==> src/rtl/rv32i_seq_ctrl_pkg.sv <==
// ---------------------------------------------------------------------------
// rv32i_seq_ctrl_pkg
// Shared definitions for the multi-cycle RV32I sequencer: the sequencer state
// encoding, trap cause codes, the NOP instruction used as the reset value of
// the instruction latch, and the bus watchdog counter width.
// No ports (package).
// ---------------------------------------------------------------------------
package rv32i_seq_ctrl_pkg;

    // Sequencer states, 3-bit encoding
    typedef enum logic [2:0] {
        S_IDLE   = 3'd0,
        S_FETCH  = 3'd1,
        S_DECODE = 3'd2,
        S_EXEC   = 3'd3,
        S_MEM    = 3'd4,
        S_WB     = 3'd5,
        S_TRAP   = 3'd6
    } state_e;

    // Trap cause codes reported on trap_cause
    localparam logic [1:0] TRAP_NONE = 2'b00;
    localparam logic [1:0] TRAP_ILL  = 2'b01;
    localparam logic [1:0] TRAP_BUS  = 2'b10;
    localparam logic [1:0] TRAP_MIS  = 2'b11;

    // addi x0, x0, 0
    localparam logic [31:0] NOP_INST = 32'h0000_0013;

    // Wide enough for a watchdog limit of up to 255 cycles
    localparam int WDOG_W = 8;

    // A jump target is misaligned when it is not on a 4-byte boundary
    function automatic logic is_misaligned(input logic [1:0] addr_lo);
        return addr_lo != 2'b00;
    endfunction

endpackage

==> src/rtl/rv32i_seq_ctrl_bus_wdog.sv <==
// ---------------------------------------------------------------------------
// bus_wdog
// Counts the cycles a memory request has been outstanding without an ack and
// flags expiry in the cycle the count would reach BUS_TIMEOUT.
// Ports:
//   clk, rst_n : clock, asynchronous active-low reset
//   clr        : restart the count (asserted when a new request phase begins)
//   req        : a request is outstanding this cycle
//   ack        : the outstanding request completes this cycle
//   expired    : this is the BUS_TIMEOUT-th request cycle and no ack arrived
// ---------------------------------------------------------------------------
module bus_wdog
    import rv32i_seq_ctrl_pkg::*;
#(
    parameter int BUS_TIMEOUT = 16
) (
    input  logic clk,
    input  logic rst_n,
    input  logic clr,
    input  logic req,
    input  logic ack,
    output logic expired
);

    localparam logic [WDOG_W-1:0] LIMIT = WDOG_W'(BUS_TIMEOUT - 1);

    logic [WDOG_W-1:0] count_q;
    logic [WDOG_W-1:0] count_d;

    // Count request cycles that end without an ack. An ack in the final
    // allowed cycle suppresses expiry, so the ack always wins the race.
    always_comb begin
        count_d = count_q;
        if (clr) begin
            count_d = '0;
        end else if (req && !ack) begin
            count_d = count_q + WDOG_W'(1);
        end
        expired = req && !ack && (count_q == LIMIT);
    end

    // Counter register
    always_ff @(posedge clk or negedge rst_n) begin
        if (!rst_n) begin
            count_q <= '0;
        end else begin
            count_q <= count_d;
        end
    end

endmodule

==> src/rtl/rv32i_seq_ctrl.sv <==
// ---------------------------------------------------------------------------
// rv32i_seq_ctrl
// Multi-cycle sequencer for the RV32I core: IDLE -> FETCH -> DECODE -> EXEC
// -> [MEM] -> WB, with a terminal TRAP state left only through reset. Owns the
// PC and the latched instruction, handshakes the instruction and data memory
// ports, and produces registered single-cycle register-file/retire strobes.
// Ports:
//   clk, rst_n               : clock, asynchronous active-low reset
//   run                      : start/continue, sampled in IDLE and in WB
//   imem_req/addr/ack/rdata  : instruction fetch port
//   inst, pc                 : latched instruction and its address
//   dec_*                    : decoder results for the latched instruction
//   alu_br_taken, alu_target : branch outcome and redirect target
//   dmem_req/we/ack          : data access port
//   rf_we, retire            : single-cycle write-back strobes
//   trap, trap_cause         : sticky trap flag and first cause
// ---------------------------------------------------------------------------
module rv32i_seq_ctrl
    import rv32i_seq_ctrl_pkg::*;
#(
    parameter logic [31:0] RESET_PC    = 32'h0000_0000,
    parameter int          BUS_TIMEOUT = 16
) (
    input  logic        clk,
    input  logic        rst_n,
    input  logic        run,
    output logic        imem_req,
    output logic [31:0] imem_addr,
    input  logic        imem_ack,
    input  logic [31:0] imem_rdata,
    output logic [31:0] inst,
    output logic [31:0] pc,
    input  logic        dec_illegal,
    input  logic        dec_mem_ren,
    input  logic        dec_mem_wen,
    input  logic        dec_rf_wen,
    input  logic        dec_jump,
    input  logic        alu_br_taken,
    input  logic [31:0] alu_target,
    output logic        dmem_req,
    output logic        dmem_we,
    input  logic        dmem_ack,
    output logic        rf_we,
    output logic        retire,
    output logic        trap,
    output logic [1:0]  trap_cause
);

    state_e      state_q,      state_d;
    logic [31:0] pc_q,         pc_d;
    logic [31:0] inst_q,       inst_d;
    logic [31:0] target_q,     target_d;
    logic        redirect_q,   redirect_d;
    logic        imem_req_q,   imem_req_d;
    logic        dmem_req_q,   dmem_req_d;
    logic        dmem_we_q,    dmem_we_d;
    logic        rf_we_q,      rf_we_d;
    logic        retire_q,     retire_d;
    logic        trap_q,       trap_d;
    logic [1:0]  trap_cause_q, trap_cause_d;

    logic        wdog_clr;
    logic        wdog_req;
    logic        wdog_ack;
    logic        wdog_expired;

    // Acks only count while the matching request is actually outstanding
    assign wdog_req = imem_req_q | dmem_req_q;
    assign wdog_ack = (imem_req_q & imem_ack) | (dmem_req_q & dmem_ack);

    bus_wdog #(
        .BUS_TIMEOUT(BUS_TIMEOUT)
    ) u_bus_wdog (
        .clk    (clk),
        .rst_n  (rst_n),
        .clr    (wdog_clr),
        .req    (wdog_req),
        .ack    (wdog_ack),
        .expired(wdog_expired)
    );

    // Next-state logic. Redirect decision and target are captured in EXEC so
    // WB can update the PC even though the ALU has moved on. All strobes are
    // derived from the next state, so they come straight out of flops.
    always_comb begin
        state_d      = state_q;
        pc_d         = pc_q;
        inst_d       = inst_q;
        target_d     = target_q;
        redirect_d   = redirect_q;
        dmem_we_d    = dmem_we_q;
        trap_cause_d = trap_cause_q;

        case (state_q)
            S_IDLE: begin
                if (run) begin
                    state_d = S_FETCH;
                end
            end
            S_FETCH: begin
                if (imem_ack) begin
                    inst_d  = imem_rdata;
                    state_d = S_DECODE;
                end else if (wdog_expired) begin
                    state_d      = S_TRAP;
                    trap_cause_d = TRAP_BUS;
                end
            end
            S_DECODE: begin
                if (dec_illegal) begin
                    state_d      = S_TRAP;
                    trap_cause_d = TRAP_ILL;
                end else begin
                    state_d = S_EXEC;
                end
            end
            S_EXEC: begin
                redirect_d = dec_jump | alu_br_taken;
                target_d   = alu_target;
                if (redirect_d && is_misaligned(alu_target[1:0])) begin
                    state_d      = S_TRAP;
                    trap_cause_d = TRAP_MIS;
                end else if (dec_mem_ren || dec_mem_wen) begin
                    state_d   = S_MEM;
                    dmem_we_d = dec_mem_wen;
                end else begin
                    state_d = S_WB;
                end
            end
            S_MEM: begin
                if (dmem_ack) begin
                    state_d = S_WB;
                end else if (wdog_expired) begin
                    state_d      = S_TRAP;
                    trap_cause_d = TRAP_BUS;
                end
            end
            S_WB: begin
                pc_d    = redirect_q ? target_q : pc_q + 32'd4;
                state_d = run ? S_FETCH : S_IDLE;
            end
            S_TRAP: begin
                state_d = S_TRAP;
            end
            default: begin
                state_d = S_IDLE;
            end
        endcase

        if (state_d != S_MEM) begin
            dmem_we_d = 1'b0;
        end

        imem_req_d = (state_d == S_FETCH);
        dmem_req_d = (state_d == S_MEM);
        retire_d   = (state_d == S_WB);
        rf_we_d    = (state_d == S_WB) && dec_rf_wen;
        trap_d     = (state_d == S_TRAP);

        // Restart the watchdog whenever a fresh request phase begins
        wdog_clr = (state_d != state_q) &&
                   ((state_d == S_FETCH) || (state_d == S_MEM));
    end

    // Sequencer state and registered outputs
    always_ff @(posedge clk or negedge rst_n) begin
        if (!rst_n) begin
            state_q      <= S_IDLE;
            pc_q         <= RESET_PC;
            inst_q       <= NOP_INST;
            target_q     <= '0;
            redirect_q   <= 1'b0;
            imem_req_q   <= 1'b0;
            dmem_req_q   <= 1'b0;
            dmem_we_q    <= 1'b0;
            rf_we_q      <= 1'b0;
            retire_q     <= 1'b0;
            trap_q       <= 1'b0;
            trap_cause_q <= TRAP_NONE;
        end else begin
            state_q      <= state_d;
            pc_q         <= pc_d;
            inst_q       <= inst_d;
            target_q     <= target_d;
            redirect_q   <= redirect_d;
            imem_req_q   <= imem_req_d;
            dmem_req_q   <= dmem_req_d;
            dmem_we_q    <= dmem_we_d;
            rf_we_q      <= rf_we_d;
            retire_q     <= retire_d;
            trap_q       <= trap_d;
            trap_cause_q <= trap_cause_d;
        end
    end

    assign imem_req   = imem_req_q;
    assign imem_addr  = pc_q;
    assign inst       = inst_q;
    assign pc         = pc_q;
    assign dmem_req   = dmem_req_q;
    assign dmem_we    = dmem_we_q;
    assign rf_we      = rf_we_q;
    assign retire     = retire_q;
    assign trap       = trap_q;
    assign trap_cause = trap_cause_q;

endmodule

==> config.mk <==
export PLATFORM = sky130hd
export DESIGN_NAME = rv32i_seq_ctrl
export DESIGN_NICKNAME = d
export VERILOG_FILES = /design/src/rtl/rv32i_seq_ctrl_pkg.sv /design/src/rtl/rv32i_seq_ctrl_bus_wdog.sv /design/src/rtl/rv32i_seq_ctrl.sv
export SDC_FILE = /design/constraint.sdc
export NUM_CORES = 1
export LEC_CHECK = 0
export ABC_AREA = 1
export ABC_CLOCK_PERIOD_IN_PS = 5800
export BUFFER_PORTS_ARGS = -buffer_cell sky130_fd_sc_hd__clkbuf_2
export CAP_MARGIN = 5
export CORE_ASPECT_RATIO = 0.9
export CORE_MARGIN = 1.5
export CORE_UTILIZATION = 55
export DETAILED_ROUTE_END_ITERATION = 12
export PLACE_DENSITY = 0.93
export SLEW_MARGIN = 25
export SYNTH_ARGS = -nofsm -noshare
export SYNTH_HDL_FRONTEND = slang
export SYNTH_HIERARCHICAL = 1
export SYNTH_SLANG_ARGS = --single-unit
==> constraint.sdc <==
create_clock -name clk -period 5.8 [get_ports clk]
set_clock_uncertainty 0.1 [all_clocks]
set_input_delay 0.29 -clock clk [delete_from_list [all_inputs] [get_ports clk]]
set_output_delay 0.29 -clock clk [all_outputs]
set_load 0.005 [all_outputs]
==> results.json <==
{
  "criticalPathCategory": "reg2reg",
  "cts_made_buffers": 17,
  "cp_cell_sequence": "inv_2 -> nor2_2 -> nand3_2 -> nand3_1 -> nor2_1 -> nand3_1 -> nand2_1 -> nand2_1 -> inv_1 -> inv_1 -> nand2_1 -> nand2_1 -> nand2_1 -> nand2_1 -> inv_1",
  "ys_async_sr_fraction": 1.000,
  "hold_class": "in2reg",
  "period_needed_ns": 2.855,
  "cp_slowest_cell": "nand3_2",
  "syn_inst": 829,
  "ant_nets": 0,
  "required_ns": 6.01,
  "ys.flop_type": "dfrtp_1",
  "core-area_um2": 10810,
  "insertion_delay_ns": 0.42,
  "dp_hpwl_mm": 11.04,
  "clk_pin_slew_ns": 0.06,
  "ys_types": 36,
  "maxSlewHeadroom": 0.5169,
  "htreeDepth": 4,
  "vias_per_cell": 5.372,
  "cp-end-kind": "register",
  "fin_crit_sh": 0.4922,
  "r2r_cells": 15,
  "antennaDiodeCount": 0,
  "hold_slack_ns": 0.003456,
  "syn_nets": 906,
  "final-setup-viol-count": 0,
  "drt_first_pass_iters": 6,
  "vias": 6317,
  "port_buffers": 178,
  "status": "completed",
  "first_global_vias": 6114,
  "die_h_um": 102.9,
  "cp-start-kind": "register",
  "cpMostUsedCell": "nand2_1",
  "cts_tree": "built",
  "arrival_ns": 3.07,
  "syn_area_per_cell_um2": 7.350,
  "nFillCells": 727,
  "synth_area_um2": 6093,
  "grt_remaining_overflow": 0,
  "hold_viol_final": 0,
  "rsz0062_at_grt": "no",
  "totalWireLength_mm": 17.89,
  "cp.depth": 15,
  "root_buffer": "clkbuf_16",
  "start_util": 0.5637,
  "cts_num_sinks": 116,
  "grt_max_degree": 78,
  "dieArea_um2": 11720,
  "grt_pass1_wl_mm": 28.75,
  "ys_seq_area_frac": 0.4770,
  "pre_cts_ws_ns": 3.062,
  "drtIter0Drc": 533,
  "layout_common_cells": "nand2_1 (363), clkbuf_2 (177), dfrtp_1 (113)",
  "path_buf_inv": 4,
  "fin_tns_setup_ns": 0,
  "gp_congestion": 0.9519,
  "power_leakage_nw": 4.282,
  "drv_cap": 0,
  "slew_viol_final": 0,
  "drt_drc_violations_left": 0,
  "clock.fmax_mhz": 350.3,
  "fin_nets": 1107,
  "min_path_cells": 3,
  "wl_per_cell_um": 15.21,
  "fp.dieW_um": 114.0,
  "yosysWarningCount": 6,
  "tightestPinTransition_ns": 0.7230,
  "utilization": 0.7397,
  "row_count": 36,
  "ios": 179,
  "drive_above_1_share": 0.2416,
  "clk_path_buf_depth": 2,
  "power.total_mw": 4.095,
  "antenna_found_initial": 0,
  "power_density_nw_per_um2": 512.1,
  "synth_edf_count": 0,
  "post_cts_resized": 0,
  "path_delay_family": "simple AND/OR/NAND/NOR gates",
  "setup_slack_ns": 2.945,
  "final_common_cell": "nand2_1",
  "syn_to_final_growth_pct": 31.23,
  "track_usage": 0.3159,
  "cp_max_fo": 34,
  "critPathMaxStageDelay_ns": 0.58,
  "synth-seq-cells": 116,
  "worst_ir_drop_vdd_v": 0.0002989,
  "cts_setup_buffers": 0
}
worst reg2reg max path, stage by stage (launching register included):
cell,delay (ns)
dfrtp_1,0.54
inv_2,0.11
nor2_2,0.16
nand3_2,0.58
nand3_1,0.33
nor2_1,0.10
nand3_1,0.15
nand2_1,0.07
nand2_1,0.07
inv_1,0.06
inv_1,0.21
nand2_1,0.08
nand2_1,0.06
nand2_1,0.04
nand2_1,0.06
inv_1,0.03
through the flow:
stage               instances  area [µm²]
CTS                      1175        7983
detailed placement       1087        6832
global placement         1087        6827
global route             1176        7996
finish                   1176        7996
floorplan                 829        6093
power by group:
group | switching, mW | internal (mW) | total [mW]
logic | 0.890 | 0.608 | 1.50
registers | 0.385 | 1.17 | 1.56
clock network | 0.394 | 0.646 | 1.04
total | 1.67 | 2.43 | 4.10
registers in the layout (all words and copies together) (netlist names):
signal and flops:
inst 32, trap 1, imem_req 1, imem_addr 32, dmem_we 1, redirect_q 1
rf_we 1, dmem_req 1, retire 1, u_bus_wdog/count_q 8, trap_cause 2, state_q 3
target_q 32
area by class of cell:
class                   instances  area, µm²  area share
multi-input cells             606       2651      0.3316
flip-flops and latches        116       2907      0.3635
clock inverters                14      151.4     0.01893
repair buffers                238       1490      0.1864
clock buffers                  18      439.2     0.05492
inverters                      51      191.4     0.02394
well taps                     133      166.4     0.02081
timing repair:
action                                 in CTS  in global routing
setup endpoints to repair                   0                  0
hold buffers                               56                  1
endpoints found under the hold margin      94                  1
cell usage after synthesis, types with 3 or more instances:
| cell | count | share of area |
|---|---|---|
| o22ai_1 | 4 | 0.0041 |
| nand3_1 | 42 | 0.034 |
| nand3_2 | 5 | 0.0082 |
| nand2_1 | 363 | 0.22 |
| clkbuf_1 | 13 | 0.0080 |
| a22oi_1 | 4 | 0.0049 |
| xnor2_1 | 3 | 0.0043 |
| dfrtp_1 | 113 | 0.46 |
| nor2_1 | 96 | 0.059 |
| o21ai_1 | 10 | 0.0082 |
| nand3b_1 | 5 | 0.0062 |
| inv_1 | 41 | 0.025 |
| inv_2 | 10 | 0.0062 |
| nand4_1 | 4 | 0.0041 |
| dfstp_2 | 3 | 0.013 |
| o21ai_0 | 19 | 0.016 |
| buf_2 | 6 | 0.0049 |
| buf_4 | 35 | 0.043 |
| nor2_4 | 3 | 0.0055 |
| nor2_2 | 12 | 0.012 |
| xor2_1 | 5 | 0.0072 |
| a21oi_1 | 14 | 0.011 |
layer usage:
metal	vias to the layer above	routed length [µm]	track usage
met5	-	0	0
met4	0	533	0.1490
met3	53	1627	0.07643
met2	359	8734	0.5320
met1	2938	6991	0.3893
li1	2967	-	-
path summary, 6_finish.rpt:
path	from	endpoint	slack (ns)
setup / recovery	state_q[0]$_DFF_PN0_	u_bus_wdog/count_q[6]$_DFFE_PN0P_	2.95
hold / removal	alu_target[20]	target_q[20]$_DFFE_PN0P_	0.003
setup reg to reg	state_q[0]$_DFF_PN0_	u_bus_wdog/count_q[6]$_DFFE_PN0P_	2.95
hold reg to reg	inst[0]$_DFFE_PN1P_	inst[0]$_DFFE_PN1P_	0.37
max in group asynchronous	rst_n	imem_addr[12]$_DFFE_PN0N_	4.27
min in group asynchronous	rst_n	target_q[14]$_DFFE_PN0P_	0.30
kinds of logic (layout without fill, tap and decap cells):
group,count (synthesis),count (layout),share of synthesized area
xor+xnor,8,8,0.01150
fa+ha+maj,2,2,0.004106
simple gates,537,537,0.3635
mux,1,1,0.001643
flops,116,116,0.4770
buf+inv,107,321,0.08871
compound gates,58,58,0.05360
Power figures use the tool's default switching activity.
